==> config.mk <==
export PLATFORM = sky130hd
export DESIGN_NAME = player_motion_fsm
export DESIGN_NICKNAME = d
export VERILOG_FILES = /design/src/rtl/player_motion_fsm_pkg.sv /design/src/rtl/player_motion_fsm_jump_physics.sv /design/src/rtl/player_motion_fsm.sv
export SDC_FILE = /design/constraint.sdc
export NUM_CORES = 1
export LEC_CHECK = 0
export BUFFER_PORTS_ARGS = -buffer_cell sky130_fd_sc_hd__buf_2
export CORE_ASPECT_RATIO = 1.25
export CORE_UTILIZATION = 48
export DETAILED_ROUTE_END_ITERATION = 8
export HOLD_SLACK_MARGIN = 0.1
export PLACE_DENSITY = 0.68
export SLEW_MARGIN = 25
export SYNTH_ARGS = -nofsm -noshare
export SYNTH_HDL_FRONTEND = slang
export SYNTH_SLANG_ARGS = --single-unit
==> constraint.sdc <==
create_clock -name clk -period 6.3 [get_ports clk]
set_input_delay 1.26 -clock clk [delete_from_list [all_inputs] [get_ports clk]]
set_output_delay 1.26 -clock clk [all_outputs]
set_load 0.005 [all_outputs]
==> src/rtl/player_motion_fsm_pkg.sv <==
`default_nettype none
// ============================================================================
//  Module      : player_motion_fsm_pkg
//  Description : Shared definitions for the Dino runner player controller:
//                FSM state encoding, game_tick bit indices, counter sizing.
//  Revision    : 1.0 - initial release
// ============================================================================
package player_motion_fsm_pkg;

   // Encoding is shared with the renderer, so the values are fixed.
   typedef enum logic [2:0] {
      ST_RESTART   = 3'd0,
      ST_JUMPING   = 3'd1,
      ST_RUNNING   = 3'd2,
      ST_DUCKING   = 3'd3,
      ST_GAME_OVER = 3'd4
   } state_e;

   // Bit positions inside the game_tick strobe bus.
   localparam int c_tick_frame = 0;
   localparam int c_tick_phys  = 1;

   // Width of a down-counter that must hold max_val (at least 1 bit).
   function automatic int cnt_width(input int max_val);
      return (max_val < 1) ? 1 : $clog2(max_val + 1);
   endfunction

endpackage
`default_nettype wire

==> src/rtl/player_motion_fsm_jump_physics.sv <==
`default_nettype none
// ============================================================================
//  Module      : player_jump_physics
//  Description : Fixed-point jump integrator. Holds height and signed
//                velocity, applies normal or fast-fall gravity with
//                saturation, clamps at the ceiling and reports landing.
//  Revision    : 1.0 - initial release
// ============================================================================
module player_jump_physics #(
   parameter int POS_W       = 8,
   parameter int VEL_W       = 6,
   parameter int JUMP_VEL    = 12,
   parameter int GRAVITY     = 1,
   parameter int FAST_FALL_G = 3
) (
   input  logic             clk,
   input  logic             reset_n,
   input  logic             clear_i,
   input  logic             launch_i,
   input  logic             step_i,
   input  logic             fast_i,
   output logic [POS_W-1:0] pos_o,
   output logic             land_o
);

   // Two guard bits: one for overflow above the ceiling, one for sign.
   localparam int c_sum_w = POS_W + 2;

   localparam logic signed [VEL_W-1:0] c_jump_vel = VEL_W'(JUMP_VEL);
   localparam logic signed [VEL_W:0]   c_g_norm   = (VEL_W+1)'(GRAVITY);
   localparam logic signed [VEL_W:0]   c_g_fast   = (VEL_W+1)'(FAST_FALL_G);
   // Most negative velocity, sign-extended by one bit.
   localparam logic signed [VEL_W:0]   c_vel_min  = {2'b11, {(VEL_W-1){1'b0}}};

   logic        [POS_W-1:0]   pos_q;
   logic signed [VEL_W-1:0]   vel_q;
   logic signed [c_sum_w-1:0] w_sum;
   logic signed [VEL_W:0]     w_grav;
   logic signed [VEL_W:0]     w_vel_dec;
   logic signed [VEL_W-1:0]   w_vel_sat;
   logic                      w_sum_le0;
   logic                      w_vel_le0;
   logic                      w_ceil;

   // Candidate next height/velocity and the land/ceiling conditions.
   always_comb begin
      w_sum     = $signed({2'b00, pos_q}) + c_sum_w'(vel_q);
      w_sum_le0 = w_sum[c_sum_w-1] | (w_sum == '0);
      w_vel_le0 = vel_q[VEL_W-1] | (vel_q == '0);
      land_o    = w_sum_le0 & w_vel_le0;
      // Non-negative but with the overflow guard bit set: above max height.
      w_ceil    = ~w_sum[c_sum_w-1] & (w_sum[c_sum_w-2:POS_W] != '0);
      w_grav    = fast_i ? c_g_fast : c_g_norm;
      w_vel_dec = (VEL_W+1)'(vel_q) - w_grav;
      w_vel_sat = (w_vel_dec < c_vel_min) ? c_vel_min[VEL_W-1:0]
                                          : w_vel_dec[VEL_W-1:0];
   end

   // Position/velocity registers: clear > launch > physics step > hold.
   always_ff @(posedge clk) begin
      if (!reset_n || clear_i) begin
         pos_q <= '0;
         vel_q <= '0;
      end else if (launch_i) begin
         pos_q <= '0;
         vel_q <= c_jump_vel;
      end else if (step_i) begin
         if (land_o) begin
            pos_q <= '0;
            vel_q <= '0;
         end else if (w_ceil) begin
            pos_q <= '1;
            vel_q <= '0;
         end else begin
            pos_q <= w_sum[POS_W-1:0];
            vel_q <= w_vel_sat;
         end
      end
   end

   assign pos_o = pos_q;

endmodule
`default_nettype wire

==> src/rtl/player_motion_fsm.sv <==
`default_nettype none
// ============================================================================
//  Module      : player_motion_fsm
//  Description : Dino runner player controller. Game-flow FSM with jump
//                buffer and game-over hold-off counters; jump physics are
//                delegated to player_jump_physics. All outputs registered.
//  Revision    : 1.0 - initial release
// ============================================================================
module player_motion_fsm
   import player_motion_fsm_pkg::*;
#(
   parameter int POS_W       = 8,
   parameter int VEL_W       = 6,
   parameter int JUMP_VEL    = 12,
   parameter int GRAVITY     = 1,
   parameter int FAST_FALL_G = 3,
   parameter int JUMP_BUF    = 4,
   parameter int HOLDOFF     = 30
) (
   input  logic             clk,
   input  logic             reset_n,
   input  logic [1:0]       game_tick,
   input  logic             button_up,
   input  logic             button_down,
   input  logic             crash,
   output logic [POS_W-1:0] player_position,
   output logic             game_start_pulse,
   output logic             game_over_pulse,
   output logic             jump_pulse,
   output logic             jumping,
   output logic             ducking,
   output logic [2:0]       state
);

   localparam int c_buf_w  = cnt_width(JUMP_BUF);
   localparam int c_ho_w   = cnt_width(HOLDOFF);
   localparam bit c_buf_en = (JUMP_BUF != 0);

   state_e              state_q;
   state_e              w_state_d;
   logic                start_q;
   logic                over_q;
   logic                jump_q;
   logic                jumping_q;
   logic                ducking_q;
   logic [c_buf_w-1:0]  buf_q;
   logic [c_ho_w-1:0]   holdoff_q;

   logic                w_frame;
   logic                w_phys;
   logic                w_land;
   logic                w_launch;
   logic                w_step;
   logic                w_clear;
   logic                w_start;
   logic                w_over;
   logic                w_relaunch;
   logic [c_ho_w-1:0]   w_ho_dec;

   assign w_frame = game_tick[c_tick_frame];
   assign w_phys  = game_tick[c_tick_phys];

   // Saturating hold-off decrement; button_up is accepted on the frame
   // tick that brings the count to zero.
   assign w_ho_dec = (holdoff_q == '0) ? '0 : holdoff_q - c_ho_w'(1);

   // A press on the landing frame tick counts as buffered too.
   assign w_relaunch = c_buf_en && ((buf_q != '0) || (w_frame && button_up));

   // Next-state and physics control; frame-tick decisions take precedence.
   always_comb begin
      w_state_d = state_q;
      w_launch  = 1'b0;
      w_step    = 1'b0;
      w_clear   = 1'b0;
      w_start   = 1'b0;
      w_over    = 1'b0;
      case (state_q)
         ST_RESTART: begin
            if (w_frame && button_up) begin
               w_state_d = ST_JUMPING;
               w_start   = 1'b1;
               w_launch  = 1'b1;
            end
         end
         ST_RUNNING: begin
            if (w_frame) begin
               if (crash) begin
                  w_state_d = ST_GAME_OVER;
                  w_over    = 1'b1;
               end else if (button_up) begin
                  w_state_d = ST_JUMPING;
                  w_launch  = 1'b1;
               end else if (button_down) begin
                  w_state_d = ST_DUCKING;
               end
            end
         end
         ST_DUCKING: begin
            if (w_frame) begin
               if (crash) begin
                  w_state_d = ST_GAME_OVER;
                  w_over    = 1'b1;
               end else if (!button_down) begin
                  w_state_d = ST_RUNNING;
               end
            end
         end
         ST_JUMPING: begin
            if (w_frame && crash) begin
               // Crash beats landing; position freezes where it is.
               w_state_d = ST_GAME_OVER;
               w_over    = 1'b1;
            end else if (w_phys && w_land) begin
               if (w_relaunch) begin
                  w_launch = 1'b1;
               end else begin
                  w_state_d = ST_RUNNING;
                  w_step    = 1'b1;
               end
            end else if (w_phys) begin
               w_step = 1'b1;
            end
         end
         ST_GAME_OVER: begin
            if (w_frame && button_up && (w_ho_dec == '0)) begin
               w_state_d = ST_RUNNING;
               w_start   = 1'b1;
               w_clear   = 1'b1;
            end
         end
         default: begin
            w_state_d = ST_RESTART;
            w_clear   = 1'b1;
         end
      endcase
   end

   // Game-flow FSM with registered outputs, jump buffer and hold-off.
   always_ff @(posedge clk) begin
      if (!reset_n) begin
         state_q   <= ST_RESTART;
         start_q   <= 1'b0;
         over_q    <= 1'b0;
         jump_q    <= 1'b0;
         jumping_q <= 1'b0;
         ducking_q <= 1'b0;
         buf_q     <= '0;
         holdoff_q <= '0;
      end else begin
         state_q   <= w_state_d;
         start_q   <= w_start;
         over_q    <= w_over;
         jump_q    <= w_launch;
         jumping_q <= (w_state_d == ST_JUMPING);
         ducking_q <= (w_state_d == ST_DUCKING);

         // Buffer lives only within one airborne phase.
         if ((w_state_d != ST_JUMPING) || w_launch) begin
            buf_q <= '0;
         end else if (w_frame && button_up) begin
            buf_q <= c_buf_w'(JUMP_BUF);
         end else if (w_frame && (buf_q != '0)) begin
            buf_q <= buf_q - c_buf_w'(1);
         end

         if (w_state_d != ST_GAME_OVER) begin
            holdoff_q <= '0;
         end else if (state_q != ST_GAME_OVER) begin
            holdoff_q <= c_ho_w'(HOLDOFF);
         end else if (w_frame) begin
            holdoff_q <= w_ho_dec;
         end
      end
   end

   player_jump_physics #(
      .POS_W       (POS_W),
      .VEL_W       (VEL_W),
      .JUMP_VEL    (JUMP_VEL),
      .GRAVITY     (GRAVITY),
      .FAST_FALL_G (FAST_FALL_G)
   ) u_physics (
      .clk      (clk),
      .reset_n  (reset_n),
      .clear_i  (w_clear),
      .launch_i (w_launch),
      .step_i   (w_step),
      .fast_i   (button_down),
      .pos_o    (player_position),
      .land_o   (w_land)
   );

   assign game_start_pulse = start_q;
   assign game_over_pulse  = over_q;
   assign jump_pulse       = jump_q;
   assign jumping          = jumping_q;
   assign ducking          = ducking_q;
   assign state            = state_q;

endmodule
`default_nettype wire

# Word level (Yosys, flattened, before mapping)

Cells that the tools add are included.

$add $sub $neg: 4
Order comparisons: 1
Equal/unequal tests: 9
Muxes and demuxes: 46
Bitwise gates (word level): 6
Reductions and logical operators: 25

Operators by type and width:

| kind                                                        | number |
|---|---|
| 2-to-1 mux 3 bit                                            | 14 |
| 2-to-1 mux 6 bit                                            | 3 |
| 2-to-1 mux 1 bit                                            | 16 |
| 2-to-1 mux 8 bit                                            | 2 |
| 2-to-1 mux 5 bit                                            | 3 |
| one-hot mux 3 bit (5 select lines)                          | 1 |
| adder 9 x 6 -> 10 bit                                       | 1 |
| zero test 10 bit                                            | 1 |
| zero test 5 bit                                             | 2 |
| == test 3 x 2 -> 1 bit (second input constant)              | 3 |
| 2-to-1 mux 4 bit                                            | 2 |
| OR reduction 2 bit                                          | 4 |
| less-than comparator 7 x 6 -> 1 bit (second input constant) | 1 |
| subtractor 6 x 3 -> 7 bit                                   | 1 |
| == test 3 x 1 -> 1 bit (second input constant)              | 2 |
| zero test 6 bit                                             | 1 |
| != test 3 bit (second input constant)                       | 2 |
| one-hot mux 1 bit (2 select lines)                          | 3 |
| nonzero test 2 bit                                          | 3 |
| OR reduction 3 bit                                          | 2 |
| logical AND 1 bit                                           | 5 |
| subtractor 5 x 1 -> 5 bit (second input constant)           | 1 |
| OR reduction 4 bit                                          | 1 |
| == test 3 bit (second input constant)                       | 1 |
| other kinds (11)                                            | 16 |

Bits in registers: 30
Logic and storage cells: 104

# Depth between registers and ports, before layout

Depth in word-level cells: 11
Mapped depth: 13
Gate-level depth less buffers: 11

# Hierarchy

From an unflattened synthesis, not the netlist that was laid out.

Cells, all modules: 255
Area, all modules: 2084.5 um2

By module, submodules not included:

| module              | times used | cells each | area each (um2) | seq. area each (um2) |
|---|---|---|---|---|
| player_jump_physics | 1          | 152        | 1216.2          | 280.3 |
| player_motion_fsm   | 1          | 103        | 868.3           | 320.3 |

# Least setup slack after synthesis

Ideal clock, no wire load.

Path kind: in2reg
Start: in button_down
End: reg u_physics.vel_q[3]
Arrival time: 3.255 ns
Data required time: 6.226 ns
Slack: 2.971 ns
Stages on the path: 9
Path buffers: 0
Path through: inv_1 > ha_1 > a211o_1 > nor3_1 > nor3_1 > a2111oi_2 > nand3_1 > or3_1 > a31oi_1

Longest elaborated chain between the ends: 8

RTL lines:

| element                             | line                                 | text |
|---|---|---|
| from (decl)                         | player_motion_fsm.sv:24              | `input logic button_down,` |
| 2-to-1 mux 2 bit *                  | player_motion_fsm_jump_physics.sv:53 | `w_grav = fast_i ? c_g_fast : c_g_norm;` |
| subtractor 6 x 3 -> 7 bit *         | player_motion_fsm_jump_physics.sv:54 | `w_vel_dec = (VEL_W+1)'(vel_q) - w_grav;` |
| less-than comparator 7 x 6 -> 1 bit | player_motion_fsm_jump_physics.sv:55 | `w_vel_sat = (w_vel_dec < c_vel_min) ? c_vel_min[VEL_W-1:0]` |
| 2-to-1 mux 6 bit *                  | player_motion_fsm_jump_physics.sv:55 |  |
| 2-to-1 mux 6 bit *                  | player_motion_fsm_jump_physics.sv:71 | `end else if (w_ceil) begin` |
| 2-to-1 mux 6 bit *                  | player_motion_fsm_jump_physics.sv:68 | `if (land_o) begin` |
| 2-to-1 mux 4 bit *                  | player_motion_fsm_jump_physics.sv:67 | `end else if (step_i) begin` |
| 2-to-1 mux 4 bit *                  | player_motion_fsm_jump_physics.sv:64 | `end else if (launch_i) begin` |
| to (signal assigned)                | player_motion_fsm_jump_physics.sv:66 | `vel_q <= c_jump_vel;` |
| to (signal assigned)                | player_motion_fsm_jump_physics.sv:76 | `vel_q <= w_vel_sat;` |
| to (decl)                           | player_motion_fsm_jump_physics.sv:36 | `logic signed [VEL_W-1:0] vel_q;` |

Mark *: on every way between the ends. The rest lies on a longest branch, timed or not. The select of a mux whose other input is x is not followed.
A chain may end at the register's enable or synchronous reset.

# Worst setup path after layout

Ends and elaborated chain as after synthesis.

==> flow_summary.ini <==
[clock_tree]
cts.repair.resized = 0
cts.htree.levels = 2
clock_latency_ns = 0.28
clockRootBuffer = clkbuf_8
path_clk_slew_ns = 0.06
post_cts_buffers = 0
tritoncts = yes
clockBufferDepth = 2
clkSinkCount = 30
hold_buffers = 0
cts_buffers = 5

[synth]
syn_nets = 266
synth_cell_type_count = 59
ys_ff_latch = 30
synth_edf_count = 0
syn_avg_cell_area_sq_um = 8.23
synth_ff_type = dfxtp_1
seq_area_frac_synth = 0.299
synth-async-reset-ratio = 0
syn_area_sq_mm = 0.00201
yosys_warnings = 0
postSynthCellCount = 244

[power]
p_int_mw = 0.338
ir_worst_vdd_mv = 0.141
p_sw_mw = 0.120
switching_share = 0.262
leakage_nw = 0.999
seqPwrFrac = 0.441
p_comb_frac = 0.153
p_clk_frac = 0.407
cellPowerDensity_mw_per_mm2 = 203

[die]
chipHeight_um = 74.3
die_area_sq_mm = 0.00445
start_util = 0.518
std_cell_rows = 25
dieWidth_um = 59.9
boundaryPins = 23
placeableCoreArea_sq_mm = 0.00388

[final_layout]
diodes = 0
drive_gt1_frac = 0.174
nets = 291
final_util = 0.582
regArea_sq_um = 601
syn_to_final_growth_pct = 12.4
fill_cells = 391
multiInputGateArea_sq_mm = 0.00129

[critical_path]
crit_type = in -> reg
r2r_start = u_physics.vel_q[0]
start_kind = input pin
cp-end-kind = flip-flop
arrival_ns = 3.68
path_common_cell = nor3_1
r2r_slack_ns = 2.83
critPathRequiredTime_ns = 6.51
path_cells = buf_2 -> inv_1 -> ha_1 -> a211o_1 -> nor3_1 -> nor3_1 -> a2111oi_2 -> nand3_1 -> or3_1 -> a31oi_1
critPathTopFamily = simple AND/OR/NAND/NOR gates
crit_buf_inv = 2
r2r.worst_path.cells = 11
slowest_stage = a2111oi_2
max_stage_delay_ns = 0.42
crit_path_max_fanout = 6
timing.rr.end = u_physics.vel_q[2]

[sta]
whs_ns = 0.475
fin_crit_sh = 0.551
rsz0062_at_grt = no
finalCriticalPeriod_ns = 3.47
setup_violations = 0
finalSetupTns_ns = 0
slew_violations = 0
hold_viol = 0
relSlewSlack = 0.562
worst_pin_slew_ns = 0.656
worst_clock_skew_ns = 0.00223
max_freq_mhz = 288

[routing]
antenna_left = 0
dr.first_iter.drc_count = 57
wl_per_cell_um = 13.5
routed_wl_um = 4360
via_count = 1817
dr.pass1.iters = 4
post-route-drc-count = 0
viasPerCell = 5.61

[place]
gp_congestion = 0.866
hpwl_um = 3310
portBuffers = 22

[grt]
grt_first_pass_wirelength_um = 7390
grt_max_degree = 16
antenna_found_initial = 0
track_usage = 0.220
first_global_vias = 1728
gr-total-overflow = 0

[worst_hold_path]
hold_depth = 2
min_path_type = reg -> reg
min-delay-start = u_physics.pos_o[0]
hold_end = u_physics.pos_o[0]

[flow_run]
maxCapViolCount = 0

[run_status]
status = completed
==> cells by family after synthesis <==
group,after synthesis,synth area share
xor+xnor,4,0.0174
buf+inv,25,0.0598
mux,1,0.00498
compound gates,77,0.280
flops,30,0.299
simple gates,92,0.238
fa+ha+maj,15,0.101
==> power by group through the flow <==
stage               clock network, mW  registers, mW  logic [mW]
detailed placement                  0          0.206      0.0695
global route                    0.203          0.203      0.0785
floorplan                           0          0.204      0.0587
finish                          0.186          0.202      0.0701
CTS                             0.195          0.202      0.0700
global placement                    0          0.206      0.0695
==> worst register-to-register path, cell delays in order (launching register included) <==
cell	delay [ns]
dfxtp_1	0.36
ha_1	0.23
fa_1	0.42
a211oi_2	0.37
nor2_1	0.11
xnor2_1	0.15
nor4_1	0.33
nand4_1	0.19
and2_1	0.32
o31ai_4	0.58
o21ai_0	0.20
a21oi_1	0.14
==> state kept, by name, indices dropped and copies added (netlist names) <==
register	count
game_start_pulse	1
u_physics.pos_o	8
ducking	1
game_over_pulse	1
u_physics.vel_q	6
buf_q	3
holdoff_q	5
state	3
jumping	1
jump_pulse	1
==> cells in the final DEF (no fill, tap or decap), types with 5 or more instances in the layout <==
master    count
a21oi_1      25
buf_2        22
clkbuf_8      5
dfxtp_1      30
ha_1         13
inv_1        19
nand2_1      19
nand3_1       6
nor2_1       23
nor2b_1       8
nor3_1        9
o21ai_0      15
==> stage by stage <==
step                area, sq um  power (mW)  cells  setup WS [ns]
finish                     2260       0.459    324           2.83
global route               2260       0.484    324           2.60
CTS                        2260       0.467    324           2.86
detailed placement         2150       0.276    316           2.58
global placement           2150       0.275    316           2.72
floorplan                  2010       0.263    244           2.97
==> metal layers <==
layer | share of wire | wire length [um] | GRT usage | vias up
li1 | - | - | - | 933
met1 | 0.46 | 2010 | 0.254 | 851
met2 | 0.50 | 2200 | 0.386 | 29
met3 | 0.023 | 102 | 0.0417 | 4
met4 | 0.012 | 52 | 0.103 | 0
met5 | 0 | 0 | 0 | -
==> worst max-delay path by stage <==
stage / start / to / slack, ns / cells after the start
2_1_floorplan: button_down / u_physics.vel_q[3] / 2.97 / 9
3_3_place_gp: button_down / u_physics.vel_q[3] / 2.72 / 10
3_5_place_dp: button_down / u_physics.vel_q[3] / 2.58 / 10
4_1_cts: u_physics.vel_q[0] / u_physics.vel_q[2] / 2.86 / 11
5_1_grt: u_physics.vel_q[0] / u_physics.vel_q[2] / 2.60 / 11
6_report: button_down / u_physics.vel_q[3] / 2.83 / 10
==> synthesized netlist by cell type, types with 3 or more instances <==
cell     number  area, sq um
dfxtp_1      30          601
a21oi_1      25          125
nor2_1       23         86.3
inv_1        19         71.3
nand2_1      19         71.3
o21ai_0      15         75.1
ha_1         13          163
nor3_1        9         45.0
nor2b_1       8         50.1
nand3_1       6         30.0
a22oi_1       3         22.5
and3_1        3         18.8
buf_6         3         33.8
nor4_1        3         18.8
o31ai_1       3         22.5
or2_2         3         18.8
or3_1         3         18.8
==> layout make-up <==
class	instances	share of cell area
Multi-Input combinational cell	189	0.570
Sequential cell	30	0.266
Timing Repair Buffer	23	0.0521
Inverter	20	0.0333
Clock buffer	5	0.0305
Tap cell	54	0.0299
Clock inverter	3	0.0177
Note: power is estimated with default switching activity, not from simulation.
